<file path="src/rtl/uart_pkg.sv">
// Shared UART definitions: receiver/transmitter state encoding and parity modes.
// The planned uart_tx_cfg uses the same encodings.
package uart_pkg;

  typedef enum logic [2:0] {
    ST_IDLE   = 3'd0,
    ST_START  = 3'd1,
    ST_DATA   = 3'd2,
    ST_PARITY = 3'd3,
    ST_STOP   = 3'd4
  } uart_state_e;

  localparam int PAR_NONE = 0;
  localparam int PAR_EVEN = 1;
  localparam int PAR_ODD  = 2;

  // ones_odd is the XOR of the payload bits and the received parity bit.
  function automatic logic parity_fail(input int mode, input logic ones_odd);
    case (mode)
      PAR_EVEN: return ones_odd;
      PAR_ODD:  return ~ones_odd;
      default:  return 1'b0;
    endcase
  endfunction

endpackage

</file>
<file path="src/rtl/sync_2ff.sv">
// Two-flop synchroniser for a single asynchronous bit.
// Both flops reset to RESET_VAL so the output is defined from reset onwards.
module sync_2ff #(
  parameter logic RESET_VAL = 1'b0
) (
  input  logic clk,
  input  logic rst_n,
  input  logic d_i,
  output logic q_o
);

  logic meta_q;
  logic sync_q;

  always_ff @(posedge clk or negedge rst_n) begin
    if (!rst_n) begin
      meta_q <= RESET_VAL;
      sync_q <= RESET_VAL;
    end else begin
      meta_q <= d_i;
      sync_q <= meta_q;
    end
  end

  assign q_o = sync_q;

endmodule

</file>
<file path="src/rtl/uart_rx_cfg.sv">
// Configurable UART receiver: DATA_BITS payload, optional even/odd parity,
// 1 or 2 stop bits, sampling at bit centres of an OVERSAMPLE-times tick.
module uart_rx_cfg
  import uart_pkg::*;
#(
  parameter int DATA_BITS   = 8,
  parameter int PARITY_MODE = 0,
  parameter int STOP_BITS   = 1,
  parameter int OVERSAMPLE  = 16
) (
  input  logic                 clk,
  input  logic                 rst,
  input  logic                 tick,
  input  logic                 rx,
  output logic [DATA_BITS-1:0] rx_data,
  output logic                 rx_done,
  output logic                 parity_err,
  output logic                 frame_err,
  output logic                 busy
);

  localparam int TICK_W = $clog2(OVERSAMPLE);
  localparam logic [TICK_W-1:0] MID_TICK  = TICK_W'(OVERSAMPLE / 2 - 1);
  localparam logic [TICK_W-1:0] LAST_TICK = TICK_W'(OVERSAMPLE - 1);
  localparam logic [2:0] LAST_DATA = 3'(DATA_BITS - 1);
  localparam logic [2:0] LAST_STOP = 3'(STOP_BITS - 1);

  if (DATA_BITS < 5 || DATA_BITS > 8) begin : g_bad_data_bits
    $error("uart_rx_cfg: DATA_BITS must be 5..8");
  end
  if (PARITY_MODE < PAR_NONE || PARITY_MODE > PAR_ODD) begin : g_bad_parity
    $error("uart_rx_cfg: PARITY_MODE must be 0, 1 or 2");
  end
  if (STOP_BITS < 1 || STOP_BITS > 2) begin : g_bad_stop_bits
    $error("uart_rx_cfg: STOP_BITS must be 1 or 2");
  end
  if (OVERSAMPLE < 4 || (OVERSAMPLE % 2) != 0) begin : g_bad_oversample
    $error("uart_rx_cfg: OVERSAMPLE must be even and at least 4");
  end

  logic rx_s;
  logic rx_d_q;
  logic start_edge;
  logic sample_d;

  uart_state_e          state_q;
  logic [TICK_W-1:0]    tick_cnt_q;
  logic [2:0]           bit_cnt_q;
  logic [DATA_BITS-1:0] shift_q;
  logic                 perr_q;
  logic                 ferr_q;
  logic [DATA_BITS-1:0] rx_data_q;
  logic                 rx_done_q;
  logic                 parity_err_q;
  logic                 frame_err_q;
  logic                 busy_q;

  sync_2ff #(
    .RESET_VAL(1'b1)
  ) u_rx_sync (
    .clk  (clk),
    .rst_n(rst),
    .d_i  (rx),
    .q_o  (rx_s)
  );

  always_ff @(posedge clk or negedge rst) begin
    if (!rst) begin
      rx_d_q <= 1'b1;
    end else begin
      rx_d_q <= rx_s;
    end
  end

  // Requiring rx_d high keeps a stuck-low line (break) from retriggering.
  assign start_edge = rx_d_q & ~rx_s;

  always_comb begin
    sample_d = 1'b0;
    if (tick) begin
      case (state_q)
        ST_START:                   sample_d = (tick_cnt_q == MID_TICK);
        ST_DATA, ST_PARITY, ST_STOP: sample_d = (tick_cnt_q == LAST_TICK);
        default:                    sample_d = 1'b0;
      endcase
    end
  end

  always_ff @(posedge clk or negedge rst) begin
    if (!rst) begin
      state_q      <= ST_IDLE;
      tick_cnt_q   <= '0;
      bit_cnt_q    <= '0;
      shift_q      <= '0;
      perr_q       <= 1'b0;
      ferr_q       <= 1'b0;
      rx_data_q    <= '0;
      rx_done_q    <= 1'b0;
      parity_err_q <= 1'b0;
      frame_err_q  <= 1'b0;
      busy_q       <= 1'b0;
    end else begin
      rx_done_q <= 1'b0;

      // After the half-bit start sample the counter restarts, so every later
      // sample lands a whole bit period on, at the bit centre.
      if (tick && state_q != ST_IDLE) begin
        tick_cnt_q <= sample_d ? '0 : tick_cnt_q + 1'b1;
      end

      case (state_q)
        ST_IDLE: begin
          if (start_edge) begin
            state_q    <= ST_START;
            busy_q     <= 1'b1;
            tick_cnt_q <= '0;
            bit_cnt_q  <= '0;
            perr_q     <= 1'b0;
            ferr_q     <= 1'b0;
          end
        end

        ST_START: begin
          if (sample_d) begin
            if (rx_s) begin
              state_q <= ST_IDLE;
              busy_q  <= 1'b0;
            end else begin
              state_q <= ST_DATA;
            end
          end
        end

        ST_DATA: begin
          if (sample_d) begin
            shift_q <= {rx_s, shift_q[DATA_BITS-1:1]};
            if (bit_cnt_q == LAST_DATA) begin
              bit_cnt_q <= '0;
              state_q   <= (PARITY_MODE == PAR_NONE) ? ST_STOP : ST_PARITY;
            end else begin
              bit_cnt_q <= bit_cnt_q + 3'd1;
            end
          end
        end

        ST_PARITY: begin
          if (sample_d) begin
            perr_q  <= parity_fail(PARITY_MODE, (^shift_q) ^ rx_s);
            state_q <= ST_STOP;
          end
        end

        ST_STOP: begin
          if (sample_d) begin
            if (bit_cnt_q == LAST_STOP) begin
              // Leave at the centre of the last stop bit to allow back-to-back frames.
              rx_data_q    <= shift_q;
              parity_err_q <= perr_q;
              frame_err_q  <= ferr_q | ~rx_s;
              rx_done_q    <= 1'b1;
              bit_cnt_q    <= '0;
              state_q      <= ST_IDLE;
              busy_q       <= 1'b0;
            end else begin
              ferr_q    <= ferr_q | ~rx_s;
              bit_cnt_q <= bit_cnt_q + 3'd1;
            end
          end
        end

        default: begin
          state_q <= ST_IDLE;
          busy_q  <= 1'b0;
        end
      endcase
    end
  end

  assign rx_data    = rx_data_q;
  assign rx_done    = rx_done_q;
  assign parity_err = parity_err_q;
  assign frame_err  = frame_err_q;
  assign busy       = busy_q;

endmodule

</file>
<file path="config.mk">
export PLATFORM = sky130hd
export DESIGN_NAME = uart_rx_cfg
export DESIGN_NICKNAME = d
export VERILOG_FILES = /design/src/rtl/uart_pkg.sv /design/src/rtl/sync_2ff.sv /design/src/rtl/uart_rx_cfg.sv
export SDC_FILE = /design/constraint.sdc
export NUM_CORES = 1
export LEC_CHECK = 0
export ABC_AREA = 1
export BUFFER_PORTS_ARGS = -buffer_cell sky130_fd_sc_hd__buf_2
export CAP_MARGIN = 25
export CORE_MARGIN = 3
export CORE_UTILIZATION = 52
export DETAILED_ROUTE_END_ITERATION = 8
export GPL_TIMING_DRIVEN = 0
export PLACE_DENSITY = 0.81
export SLEW_MARGIN = 20
export SYNTH_ARGS = -nofsm -noshare
export SYNTH_HDL_FRONTEND = slang
export SYNTH_SLANG_ARGS = --single-unit
</file>
<file path="constraint.sdc">
create_clock -name clk -period 1.5 [get_ports clk]
set_clock_uncertainty 0.2 [all_clocks]
set_input_delay 0.3 -clock clk [delete_from_list [all_inputs] [get_ports clk]]
set_output_delay 0.3 -clock clk [all_outputs]
set_load 0.02 [all_outputs]
</file>
After elaboration in Yosys (flattened, before gate mapping):

Index checks and enable logic that the tools add are counted.

* register bits after elaboration: 35
* bits of input ports: 4
* output and inout bits: 12
* word-level logic and storage cells: 88

* $add $sub $neg: 2
* equal/unequal tests: 16
* muxes and demuxes: 36
* bitwise gates (word level): 4
* reduce and logical (&&, ||, !) cells: 16

Operators with widths (number)
* 2-to-1 mux 3 bit: 12
* 2-to-1 mux 4 bit: 4
* inequality test 2 bit (second input constant): 8
* case mux 3 bit (5 select lines): 1
* 2-to-1 mux 1 bit: 13
* case mux 3 bit (3 select lines): 1
* AND reduction 4 bit: 2
* AND reduction 7 bit: 1
* == test 3 x 2 -> 1 bit (second input constant): 2
* == test 3 bit (second input constant): 2
* zero test 3 bit: 2
* case mux 1 bit (2 select lines): 3
* AND reduction 3 bit: 2
* AND reduction 6 bit: 1
* nonzero test 3 bit: 2
* adder 4 x 1 -> 4 bit (second input constant): 1
* == test 4 x 3 -> 1 bit (second input constant): 1
* == test 4 bit (second input constant): 1
* case mux 1 bit (4 select lines): 1
* nonzero test 2 bit: 2
* adder 3 x 1 -> 3 bit (second input constant): 1
* == test 3 x 1 -> 1 bit (second input constant): 1
* OR reduction 3 bit: 1
* 2-to-1 mux 2 bit: 1
* other kinds (7): 8

Depth between registers and ports, before layout:

* depth after elaboration: 8
* mapped depth: 9
* gate-level depth less buffers: 9

By module:

A second synthesis with hierarchy kept.

* cells, all modules: 184
* area, all modules: 1679.1 µm²

By module, submodules not included
* uart_rx_cfg: instances 1, cells each 182, area an instance 1626.6 µm²
* sync_2ff: instances 1, cells each 2, area an instance 52.6 µm²

Worst setup path before layout:

No wires, ideal clock.

* path kind: register -> register
* start point: register tick_cnt_q[0]
* end point: register state_q[0]
* library setup time: 0.118 ns
* arrival: 1.297 ns
* required time: 1.182 ns
* setup slack: -0.115 ns
* cell stages (with the launch flop): 9
* path buffers: 0
* clock period less this slack: 1.615 ns
* cell sequence: dfrtp_1 > ha_1 > nand2_1 > nor2_8 > nand2_4 > a21oi_4 > nand3_2 > nand2_1 > nand2_1

* word-level cells in the longest chain between the ends: 5
* elaborated cells on any way between the ends: 9
* those cells by class: eq/ne (6); mux (2); reduce/logical (1)

Ends and longest elaborated chain
* start, declared: RTL line uart_rx_cfg.sv:47 `logic [TICK_W-1:0] tick_cnt_q;`
* start signal, assigned: RTL line uart_rx_cfg.sv:108 `tick_cnt_q <= sample_d ? '0 : tick_cnt_q + 1'b1;`
* == test 4 bit / == test 4 x 3 -> 1 bit (equally long branches): RTL line uart_rx_cfg.sv:83, uart_rx_cfg.sv:82
* case mux 1 bit (2 select lines) *: RTL line uart_rx_cfg.sv:81 `case (state_q)`
* 2-to-1 mux 1 bit *: RTL line uart_rx_cfg.sv:80 `if (tick) begin`
* inequality test 2 bit (no source line)
* AND reduction 7 bit (no source line) *
* end signal, assigned: RTL line uart_rx_cfg.sv:139 `state_q <= (PARITY_MODE == PAR_NONE) ? ST_STOP : ST_PARITY;`
* end, declared: RTL line uart_rx_cfg.sv:46 `uart_state_e state_q;`

Mark *: on every way between the ends. The rest lies on a longest branch, timed or not.
A chain may end at the register's enable or synchronous reset.

Worst setup path after layout:

* start point: register tick_cnt_q[1]
* end point: register busy_q, in the netlist busy

* word-level cells in the longest chain between the ends: 5
* elaborated cells on any way between the ends: 7
* those cells by class: eq/ne (4); mux (2); reduce/logical (1)

Ends and longest elaborated chain
* == test 4 bit / == test 4 x 3 -> 1 bit (equally long branches): RTL line uart_rx_cfg.sv:83, uart_rx_cfg.sv:82
* case mux 1 bit (2 select lines) *: RTL line uart_rx_cfg.sv:81
* 2-to-1 mux 1 bit *: RTL line uart_rx_cfg.sv:80
* inequality test 2 bit (no source line)
* AND reduction 6 bit (no source line) *
* end signal, assigned: RTL line uart_rx_cfg.sv:101 `busy_q <= 1'b0;`
* end signal, assigned: RTL line uart_rx_cfg.sv:115 `busy_q <= 1'b1;`
* end signal, assigned: RTL line uart_rx_cfg.sv:127 `busy_q <= 1'b0;`
* end, declared: RTL line uart_rx_cfg.sv:56 `logic busy_q;`

Marked as above.

==> results by group <==
Status
  – Status: finished with violations
  – Failing checks: negative setup slack

Clock tree
  – Root Driver: clkbuf_4
  – Clk slew on worst S/H paths: 0.10 ns
  – CTS Buf Count: 5
  – H-tree depth: 2
  – CTS tree: done
  – Clock buffer depth: 2
  – Clock Sink Count: 33
  – Clk Latency, worst-skew pair: 0.34 ns

Die
  – Core ar.: 2900 µm²
  – Die area: 3920 µm²
  – Chip width: 62.6 µm
  – Starting Density: 57.4%
  – Cell Rows: 19
  – Die Y: 62.6 µm
  – # IOs: 16

Synthesis
  – Post-synth ARST share: 100%
  – Yosys warning total: 0
  – Mean Syn Cell Area: 9.30 µm²
  – Synth Cell Area: 1670 µm²
  – Post-synthesis register bit count: 33
  – Post-synth top area cell: dfrtp_1
  – Cell count after synthesis: 179
  – Synth unique cells: 31
  – Sequential area share after synthesis: 49.8%
  – EDFF count, synth: 0
  – Share of the synthesized area in the top cell type: 45.1%
  – Syn nets: 187
  – Top post-synthesis cells by area: dfrtp_1, nand2_1, o21ai_2, inv_1, dfstp_2
  – Top FF cell, synth: dfrtp_1

Routing
  – Routed wire length: 4.00 mm
  – Drt first pass iters: 4
  – Antenna viol nets, final: 0
  – Vias/cell: 5.25
  – Vias: 1401
  – DR iter-0 viols: 84
  – DR DRC count: 0
  – DR WL/cell: 15.0 µm

Power
  – Lkg Pwr: 1.18 nW
  – VDD IR max: 1020 µV
  – Power per Cell Area: 1460 nW/µm²

GRT
  – Total track usage: 22.1%
  – Initial antenna violation count: 0
  – Vias in the first global route: 1384
  – Largest net degree at the start of global routing: 34
  – Gr ovfl total: 0
  – First-pass GRT wire length: 6.82 mm

Cells and area
  – Finished Layout Cells: 267
  – Layout area overhead: 35.8%
  – Nets: 232
  – Antenna fix cells: 0
  – Share of layout cells above drive strength 1: 48.0%

Setup path
  – CP max stage delay: 0.44 ns
  – CP cell instances: ha_4 -> nand2_4 -> nor2_8 -> nand2_4 -> a21oi_4 -> buf_6 -> nand3_2 -> nand2_1 -> nand2_1
  – Worst EP arrival: 1.81 ns
  – CP max stage cell: dfrtp_1
  – Startpoint types: flip-flop
  – Crit-path max FO: 4
  – CP Data Required Time: 1.55 ns
  – Worst Setup End Kind: flip-flop
  – WS Path Type: reg -> reg

Timing
  – Final setup viols: 28
  – Fin. max-slew vios: 0
  – Max Fclk: 0.567 GHz
  – PnR worst setup slack: -0.263 ns
  – Part of the cycle the worst path needs: 118%
  – Max-slew headroom: 52.3%
  – RSZ-0062 raised after global routing: yes
  – Min Hold Slack: 0.0827 ns
  – Worst slew pin tran: 0.715 ns
  – Min Clock Period, post-route: 1.76 ns
  – Final hold viol count: 0

Place
  – Routability cong.: 0.856
  – IO Port Bufs: 14
  – Placed insts: 235
  – Pre-CTS setup slack: -0.209 ns
  – Detailed placement HPWL: 2.12 mm

Job
  – Max cap viols: 0

Min path
  – Worst hold path class: in -> reg
==> logic make-up (layout without fill, tap and decap cells) <==
group | count (synthesis) | in the layout | synth area share [%]
simple gates | 76 | 76 | 23.4
flops | 33 | 33 | 49.8
buf+inv | 32 | 78 | 8.56
compound gates | 31 | 31 | 13.9
fa+ha+maj | 4 | 4 | 3.01
xor+xnor | 2 | 2 | 1.05
other cells | 1 | 1 | 0.225
==> flip-flops by register name, summed over array words and instances, names as in the netlist, 3 cells and up <==
signal / flops
rx_data: 8
shift_q: 8
tick_cnt_q: 4
state_q: 3
bit_cnt_q: 3
==> cells in the mapped netlist (2+ instances only) <==
master	instances
nand3_1	3
buf_4	2
o21ai_2	14
inv_2	2
nor2_2	2
dfstp_2	3
a21oi_1	4
nor2_1	11
xor2_1	2
nand3b_1	2
ha_1	4
o21ai_0	3
nand2_4	3
o21ai_1	6
inv_1	26
buf_6	2
nand2_1	45
nand4_1	3
dfrtp_1	30
==> critical path: cells and delay by family (launching register included) <==
kind                       cells  cell delay [ns]
DFF                            1             0.44
adders and majority gates      1             0.18
buffers and inverters          1             0.16
and+or+nand+nor                6             0.52
AOI/OAI and AO/OA              1             0.19
==> cell usage in the layout, fill, tap and decap left out, types with 4 or more instances in the layout <==
cell type  netlist  final
nand2_1         45     27
dfrtp_1         30     27
inv_1           26     23
buf_4            2     18
o21ai_2         14     15
buf_2            0     14
nor2_1          11     11
nand2_4          3     11
nand2_2          1     10
buf_6            2      5
o21ai_1          6      5
clkbuf_4         0      5
inv_2            2      4
a21oi_1          4      4
==> power by group <==
part | switching [W] | internal (W)
registers | 0.000115 | 0.00100
clock network | 0.000316 | 0.000398
logic | 0.000861 | 0.000612
total | 0.00129 | 0.00201
==> metrics by stage <==
step / cell area [µm²] / utilization [%] / total power [W] / TNS (ns)
after floorplan: 1680 / - / 0.00184 / -0.713
after global placement: 1800 / 62.2 / 0.00197 / -3.34
after detailed placement: 1800 / 62.2 / 0.00201 / -4.09
after CTS: 2170 / 74.7 / 0.00298 / -2.84
after global routing: 2260 / 78.0 / 0.00351 / -7.29
final: 2260 / 78.0 / 0.00330 / -5.42
==> metal layers <==
metal,GRT usage [%],vias to the layer above,part of all wire (%)
li1,-,660,-
met1,29.0,689,43
met2,35.6,39,51
met3,7.37,13,4.4
met4,4.96,0,2.2
met5,0,-,0
==> path summary, 6_finish.rpt <==
| kind | from | endpoint | slack, ns | depth (start not counted) |
|---|---|---|---|---|
| setup / recovery | tick_cnt_q[1] | busy | -0.26 | 9 |
| hold / removal | tick | tick_cnt_q[1] | 0.08 | 3 |
| setup reg to reg | tick_cnt_q[1] | busy | -0.26 | 9 |
| hold reg to reg | u_rx_sync.meta_q | u_rx_sync.q_o | 0.16 | 0 |
| max in group asynchronous | rst | state_q[0] | 0.27 | 2 |
| min in group asynchronous | rst | frame_err | 0.33 | 2 |
==> final cells by class <==
| class | instances | area (µm²) |
|---|---|---|
| Buffer | 4 | 45.0 |
| Clock buffer | 7 | 55.1 |
| Clock inverter | 1 | 30.0 |
| Fill cell | 183 | 638 |
| Inverter | 28 | 108 |
| Multi-Input combinational cell | 114 | 840 |
| Sequential cell | 33 | 833 |
| Tap cell | 42 | 52.6 |
| Timing Repair Buffer | 38 | 299 |
==> what timing repair did <==
action | CTS | global route
endpoints found under the setup margin | 27 | 30
cloned | 1 | 0
pin swaps | 10 | 8
buffers inserted | 14 | 7
hold buffers | 2 | 0
resized for setup | 33 | 12
endpoints found under the hold margin | 31 | 0
Power figures use the tool's default switching activity.
